$ cat config.mk
export PLATFORM = sky130hd
export DESIGN_NAME = dmx_channel_arbiter
export DESIGN_NICKNAME = d
export VERILOG_FILES = /design/src/rtl/dmx_pkg.sv /design/src/rtl/dmx_channel_ram.sv /design/src/rtl/dmx_channel_arbiter.sv
export SDC_FILE = /design/constraint.sdc
export NUM_CORES = 2
export LEC_CHECK = 0
export ABC_AREA = 0
export BUFFER_PORTS_ARGS = -buffer_cell sky130_fd_sc_hd__buf_4
export CORE_ASPECT_RATIO = 1.75
export CORE_MARGIN = 3
export CORE_UTILIZATION = 39
export CTS_CLUSTER_SIZE = 12
export DETAILED_ROUTE_END_ITERATION = 12
export GPL_TIMING_DRIVEN = 0
export MAX_ROUTING_LAYER = met4
export PLACE_DENSITY_LB_ADDON = 0.2
export SLEW_MARGIN = 25
export SYNTH_ARGS = -nofsm -noshare
export SYNTH_HDL_FRONTEND = slang
export SYNTH_HIERARCHICAL = 1
export SYNTH_SLANG_ARGS = --single-unit
$ cat constraint.sdc
create_clock -name clk -period 9.4 [get_ports clk]
set_clock_uncertainty 0.2 [all_clocks]
set_input_delay 1.88 -clock clk [delete_from_list [all_inputs] [get_ports clk]]
set_output_delay 1.88 -clock clk [all_outputs]
set_load 0.01 [all_outputs]
$ cat src/rtl/dmx_pkg.sv
// -----------------------------------------------------------------------------
// dmx_pkg
// Shared definitions for the DMX channel store: address/data widths, channel
// count, the DMX start code and the arbiter state encoding.
// -----------------------------------------------------------------------------
package dmx_pkg;

    localparam int DMX_ADDR_W = 9;
    localparam int DMX_DATA_W = 8;
    localparam int DMX_NUM_CH = 512;

    localparam logic [DMX_DATA_W-1:0] DMX_START_CODE = 8'h00;

    typedef enum logic {
        ST_CLEAR = 1'b0,
        ST_SERVE = 1'b1
    } dmx_state_e;

endpackage

$ cat src/rtl/dmx_channel_ram.sv
// -----------------------------------------------------------------------------
// dmx_channel_ram
// 512x8 channel store with one synchronous write port and one synchronous
// read port. Contents are not reset; the arbiter sweeps them after reset.
//
// Ports:
//   clk      system clock
//   wr_en    write enable
//   wr_addr  write channel address
//   wr_data  write channel value
//   rd_en    read enable; rd_data holds its value while low
//   rd_addr  read channel address
//   rd_data  registered read value
// -----------------------------------------------------------------------------
module dmx_channel_ram
    import dmx_pkg::*;
(
    input  logic                  clk,
    input  logic                  wr_en,
    input  logic [DMX_ADDR_W-1:0] wr_addr,
    input  logic [DMX_DATA_W-1:0] wr_data,
    input  logic                  rd_en,
    input  logic [DMX_ADDR_W-1:0] rd_addr,
    output logic [DMX_DATA_W-1:0] rd_data
);

    logic [DMX_DATA_W-1:0] mem [DMX_NUM_CH];

    always_ff @(posedge clk) begin
        if (wr_en) begin
            mem[wr_addr] <= wr_data;
        end
    end

    always_ff @(posedge clk) begin
        if (rd_en) begin
            rd_data <= mem[rd_addr];
        end
    end

endmodule

$ cat src/rtl/dmx_channel_arbiter.sv
// -----------------------------------------------------------------------------
// dmx_channel_arbiter
// Owns the DMX channel store. N_REQ write sources share the write port through
// round-robin arbitration (valid/ready); dmx_writer reads have priority and
// never share a cycle with a requester write. After reset or a clear pulse the
// whole store is swept to CLR_VAL.
//
// Ports:
//   clk            system clock
//   reset          asynchronous active-low reset
//   clear          pulse: start a clear sweep
//   req_valid      per-requester write request
//   req_addr       flattened 9-bit channel addresses, requester i at [9i+8:9i]
//   req_data       flattened 8-bit channel values, requester i at [8i+7:8i]
//   req_ready      one-hot write accept, write commits on this edge
//   request_addr   channel requested by dmx_writer
//   request_pulse  read strobe
//   addr           registered echo of request_addr
//   data           registered channel value for addr
//   busy           high while a clear sweep runs
// -----------------------------------------------------------------------------
module dmx_channel_arbiter
    import dmx_pkg::*;
#(
    parameter int                    N_REQ   = 4,
    parameter logic [DMX_DATA_W-1:0] CLR_VAL = 8'h00
) (
    input  logic                           clk,
    input  logic                           reset,
    input  logic                           clear,
    input  logic [N_REQ-1:0]               req_valid,
    input  logic [DMX_ADDR_W*N_REQ-1:0]    req_addr,
    input  logic [DMX_DATA_W*N_REQ-1:0]    req_data,
    output logic [N_REQ-1:0]               req_ready,
    input  logic [DMX_ADDR_W-1:0]          request_addr,
    input  logic                           request_pulse,
    output logic [DMX_ADDR_W-1:0]          addr,
    output logic [DMX_DATA_W-1:0]          data,
    output logic                           busy
);

    localparam int PTR_W = (N_REQ > 1) ? $clog2(N_REQ) : 1;

    dmx_state_e            state;
    logic [DMX_ADDR_W-1:0] sweep_cnt;
    logic [PTR_W-1:0]      rr_ptr;

    logic [DMX_ADDR_W-1:0] req_addr_a [N_REQ];
    logic [DMX_DATA_W-1:0] req_data_a [N_REQ];

    for (genvar g = 0; g < N_REQ; g++) begin : g_unpack
        assign req_addr_a[g] = req_addr[g*DMX_ADDR_W +: DMX_ADDR_W];
        assign req_data_a[g] = req_data[g*DMX_DATA_W +: DMX_DATA_W];
    end

    logic                  grant_any;
    logic [PTR_W-1:0]      grant_idx;
    logic [PTR_W-1:0]      scan_idx;

    // Search upward from the pointer with wrap; the first valid requester wins.
    // A read strobe suppresses every grant so reads and writes never collide.
    always_comb begin
        grant_any = 1'b0;
        grant_idx = '0;
        scan_idx  = '0;
        if (state == ST_SERVE && !request_pulse) begin
            for (int off = 0; off < N_REQ; off++) begin
                scan_idx = PTR_W'((int'(rr_ptr) + off) % N_REQ);
                if (!grant_any && req_valid[scan_idx]) begin
                    grant_any = 1'b1;
                    grant_idx = scan_idx;
                end
            end
        end
    end

    always_comb begin
        req_ready = '0;
        if (grant_any) begin
            req_ready[grant_idx] = 1'b1;
        end
    end

    logic                  wr_en;
    logic [DMX_ADDR_W-1:0] wr_addr;
    logic [DMX_DATA_W-1:0] wr_data;

    // Writes to channel 0 are acknowledged but never stored.
    always_comb begin
        if (state == ST_CLEAR) begin
            wr_en   = 1'b1;
            wr_addr = sweep_cnt;
            wr_data = CLR_VAL;
        end else begin
            wr_en   = grant_any && (req_addr_a[grant_idx] != '0);
            wr_addr = req_addr_a[grant_idx];
            wr_data = req_data_a[grant_idx];
        end
    end

    always_ff @(posedge clk or negedge reset) begin
        if (!reset) begin
            state     <= ST_CLEAR;
            sweep_cnt <= '0;
            rr_ptr    <= '0;
        end else begin
            if (grant_any) begin
                rr_ptr <= (grant_idx == PTR_W'(N_REQ - 1)) ? '0 : grant_idx + 1'b1;
            end
            case (state)
                ST_CLEAR: begin
                    if (clear) begin
                        sweep_cnt <= '0;
                    end else if (sweep_cnt == DMX_ADDR_W'(DMX_NUM_CH - 1)) begin
                        sweep_cnt <= '0;
                        state     <= ST_SERVE;
                    end else begin
                        sweep_cnt <= sweep_cnt + 1'b1;
                    end
                end
                ST_SERVE: begin
                    if (clear) begin
                        sweep_cnt <= '0;
                        state     <= ST_CLEAR;
                    end
                end
                default: state <= ST_CLEAR;
            endcase
        end
    end

    assign busy = (state == ST_CLEAR);

    logic [DMX_DATA_W-1:0] ram_q_p0;

    dmx_channel_ram u_ram (
        .clk     (clk),
        .wr_en   (wr_en),
        .wr_addr (wr_addr),
        .wr_data (wr_data),
        .rd_en   (request_pulse),
        .rd_addr (request_addr),
        .rd_data (ram_q_p0)
    );

    // Stage p0: RAM read registered, address and override flags captured.
    logic                  vld_p0;
    logic [DMX_ADDR_W-1:0] addr_p0;
    logic                  start_p0;
    logic                  clr_p0;

    always_ff @(posedge clk or negedge reset) begin
        if (!reset) begin
            vld_p0 <= 1'b0;
        end else begin
            vld_p0 <= request_pulse;
        end
    end

    always_ff @(posedge clk) begin
        if (request_pulse) begin
            addr_p0  <= request_addr;
            start_p0 <= (request_addr == '0);
            clr_p0   <= (state == ST_CLEAR);
        end
    end

    // Stage p1: registered outputs, held until the next read.
    always_ff @(posedge clk or negedge reset) begin
        if (!reset) begin
            addr <= '0;
            data <= '0;
        end else if (vld_p0) begin
            addr <= addr_p0;
            if (start_p0) begin
                data <= DMX_START_CODE;
            end else if (clr_p0) begin
                data <= CLR_VAL;
            end else begin
                data <= ram_q_p0;
            end
        end
    end

endmodule

==> results.txt <==
status: finished clean
crit start category: input pin
Area Growth Syn to Fin: 14.6%
hold crit path type: reg2reg
Crit Path Class: in2reg
die area: 425000 um2
via count: 93700
max-cap check violation count: 0
Pre-Repair DR Iteration Count: 7
Vias/cell: 6.40
CTS tree: yes
proportion of layout cells with a drive suffix above 1: 0.209
Gate Count Post-Synth: 8253
FF-to-FF path depth: 13
asr flop ratio synth: 0.00724
worst hold path startpoint: addr_p0[7]
# hold bufs at CTS: 0
Clk Tree Root Cell: clkbuf_16
crit path capture type: flop
placed instance count: 14100
CTS clock-pin slew for the worst setup and hold paths: 0.06 ns
Total GRT Usage: 0.331
mux cell area share after synthesis: 0.144
Sink Count: 4145
grt total ovfl: 0
FMAX: 138 MHz
total wire length: 691 mm
Compound-Gate Fraction of Synth Area: 0.0436
number of I/O port buffers: 105
setup TNS: 0 ns
antenna-violating nets left: 0
first-pass GRT wire length: 889 mm
Rel. slew slack: 0.131
xor/xnor share of the synthesized area: 0
combinational family with the most area after synthesis: multiplexers
Fin. Hold Viols: 0
RSZ-0062 raised after global routing: no
Primary FF master, synth: edfxtp_1
initial core utilization: 0.391
post-synthesis cell type count: 60
hpwl dp: 511 mm
cell taking the most area after synthesis: edfxtp_1
Max VDD drop: 0.000160 V
Leak: 63.0 nW
Mean Syn Cell Area: 19.7 um2
IO Count: 107
Final min period: 7.25 ns
H-tree depth: 5
pwr dens: 197 nW/um2
Least-Margin Pin Slew: 1.29 ns
fin cells: 14700
FP Rows: 313
Synth top area share: 0.760
hold slack: 0.282 ns
Post-synth EDFFs: 4115
worst path required time: 9.79 ns
Post-Syn Area: 162000 um2
FF+latch count, synth: 4145
Post-Synth Adder-Cell Area: 0.000462
Crit Path Max Fanout: 23
Final setup violation count: 0
hold depth: 1
dpl ws: 1.31 ns
most frequent cell after synthesis: edfxtp_1
synth warn: 6
register area share after synthesis: 0.765
largest net degree at the start of global routing: 71
simple-gate share of the synthesized area: 0.0283
CTS max path bufs: 4
worst setup margin: 2.15 ns
Tcrit/Tclk final: 0.771
syn nets: 8344
max-slew violation count: 0
Final Wtd Congestion: 1.11
setup bufs post-CTS: 0
critical path startpoint: request_pulse
initial antenna violation count: 79
Gates resized, CTS repair: 0
drt drc: 0
chip width: 494 um
top cells by area, synth: edfxtp_1 76%, mux4_2 9.2%, mux2i_1 5.0%
Worst-Skew Late Latency: 1.01 ns
# fillers: 35500
vias in the first global route: 92100
r2r startpoint: rr_ptr[1]
initial drt markers: 13600
crit path DAT: 7.64 ns
Nets: 9060
TritonCTS buffer count: 392
Die Y: 860 um
core area: 415000 um2
drt wl/cell: 47.1 um
Post-synth top cells: 4115 x edfxtp_1, 814 x mux2i_1, 665 x mux4_2
[routing by layer]
layer	global-route usage	routed length, um	vias up
met2	0.529	336000	6354
li1	-	-	35600
met4	0.337	89200	0
met3	0.0780	62800	2217
met5	-	0	-
met1	0.320	203000	49600
[path summary, 6_finish.rpt]
kind / to / slack [ns]
max: u_ram/mem[386][7] / 2.15
min reg2reg: addr[7] / 0.28
min in group asynchronous: rr_ptr[1] / 0.68
max in group asynchronous: data[3] / 7.88
min: addr[7] / 0.28
max reg2reg: u_ram/mem[386][7] / 2.72
[where the power goes]
part,total [mW],internal [mW],leakage [nW],switching (mW)
sequential,20.0,20.0,41.3,0.0153
combinational,2.42,0.696,16.6,1.72
clock,14.2,7.61,5.08,6.62
total,36.7,28.3,63.0,8.36
[stage by stage]
step,total power [mW],util,instance area (um2)
2_1_floorplan,21.4,-,163000
3_3_place_gp,22.6,0.410,170000
3_5_place_dp,22.8,0.423,175000
4_1_cts,36.7,0.448,186000
5_1_grt,37.4,0.448,186000
6_report,36.7,0.449,186000
[cell type report]
cell class / instances / area, um2 / area share
diodes: 91 / 228 / 0.00122
plain buffers: 527 / 3330 / 0.0179
clock buffers: 456 / 10200 / 0.0549
clock inverters: 16 / 168 / 0.000900
inverters: 14 / 55.1 / 0.000296
multi-input cells: 3567 / 35300 / 0.190
flip-flops and latches: 4145 / 124000 / 0.668
well taps: 5512 / 6900 / 0.0370
repair buffers: 322 / 5620 / 0.0302
[flip-flops by register name, summed over array words and instances, names as in the netlist, 2 cells and up]
| signal | cells |
|---|---|
| u_ram/mem | 4096 |
| addr | 9 |
| addr_p0 | 9 |
| sweep_cnt | 9 |
| data | 8 |
| u_ram/rd_data | 8 |
| rr_ptr | 2 |
[worst max-delay path, cell delays in order]
cell and delay (ns):
buf_4 0.22, or3_4 0.48, nor3_4 0.61, mux4_1 0.49
mux2_2 0.66, nand2_1 0.10, nor2_1 0.83, nand2_1 0.70
clkbuf_1 0.60, nor2_1 0.98
[logic make-up after synthesis]
group,Yosys count
buf+inv,541
mux,1498
compound gates,1012
flops,4145
fa+ha+maj,6
simple gates,1051
[cell usage in the layout (no fill, tap or decap), drive strengths merged, types with 13 or more instances in the layout]
cell type,instances
edfxtp,4115
mux2i,814
clkbuf,730
mux4,666
nor2,614
buf,575
o221ai,372
a21oi,204
o22ai,163
o21ai,135
nand2,117
nor3,115
diode,91
a22oi,61
nand3,44
nor4,41
nand4,35
and2,32
dfrtp,30
mux2,18
a211oi,17
inv,16
o31ai,13
Note: power is estimated with default switching activity, not from simulation.
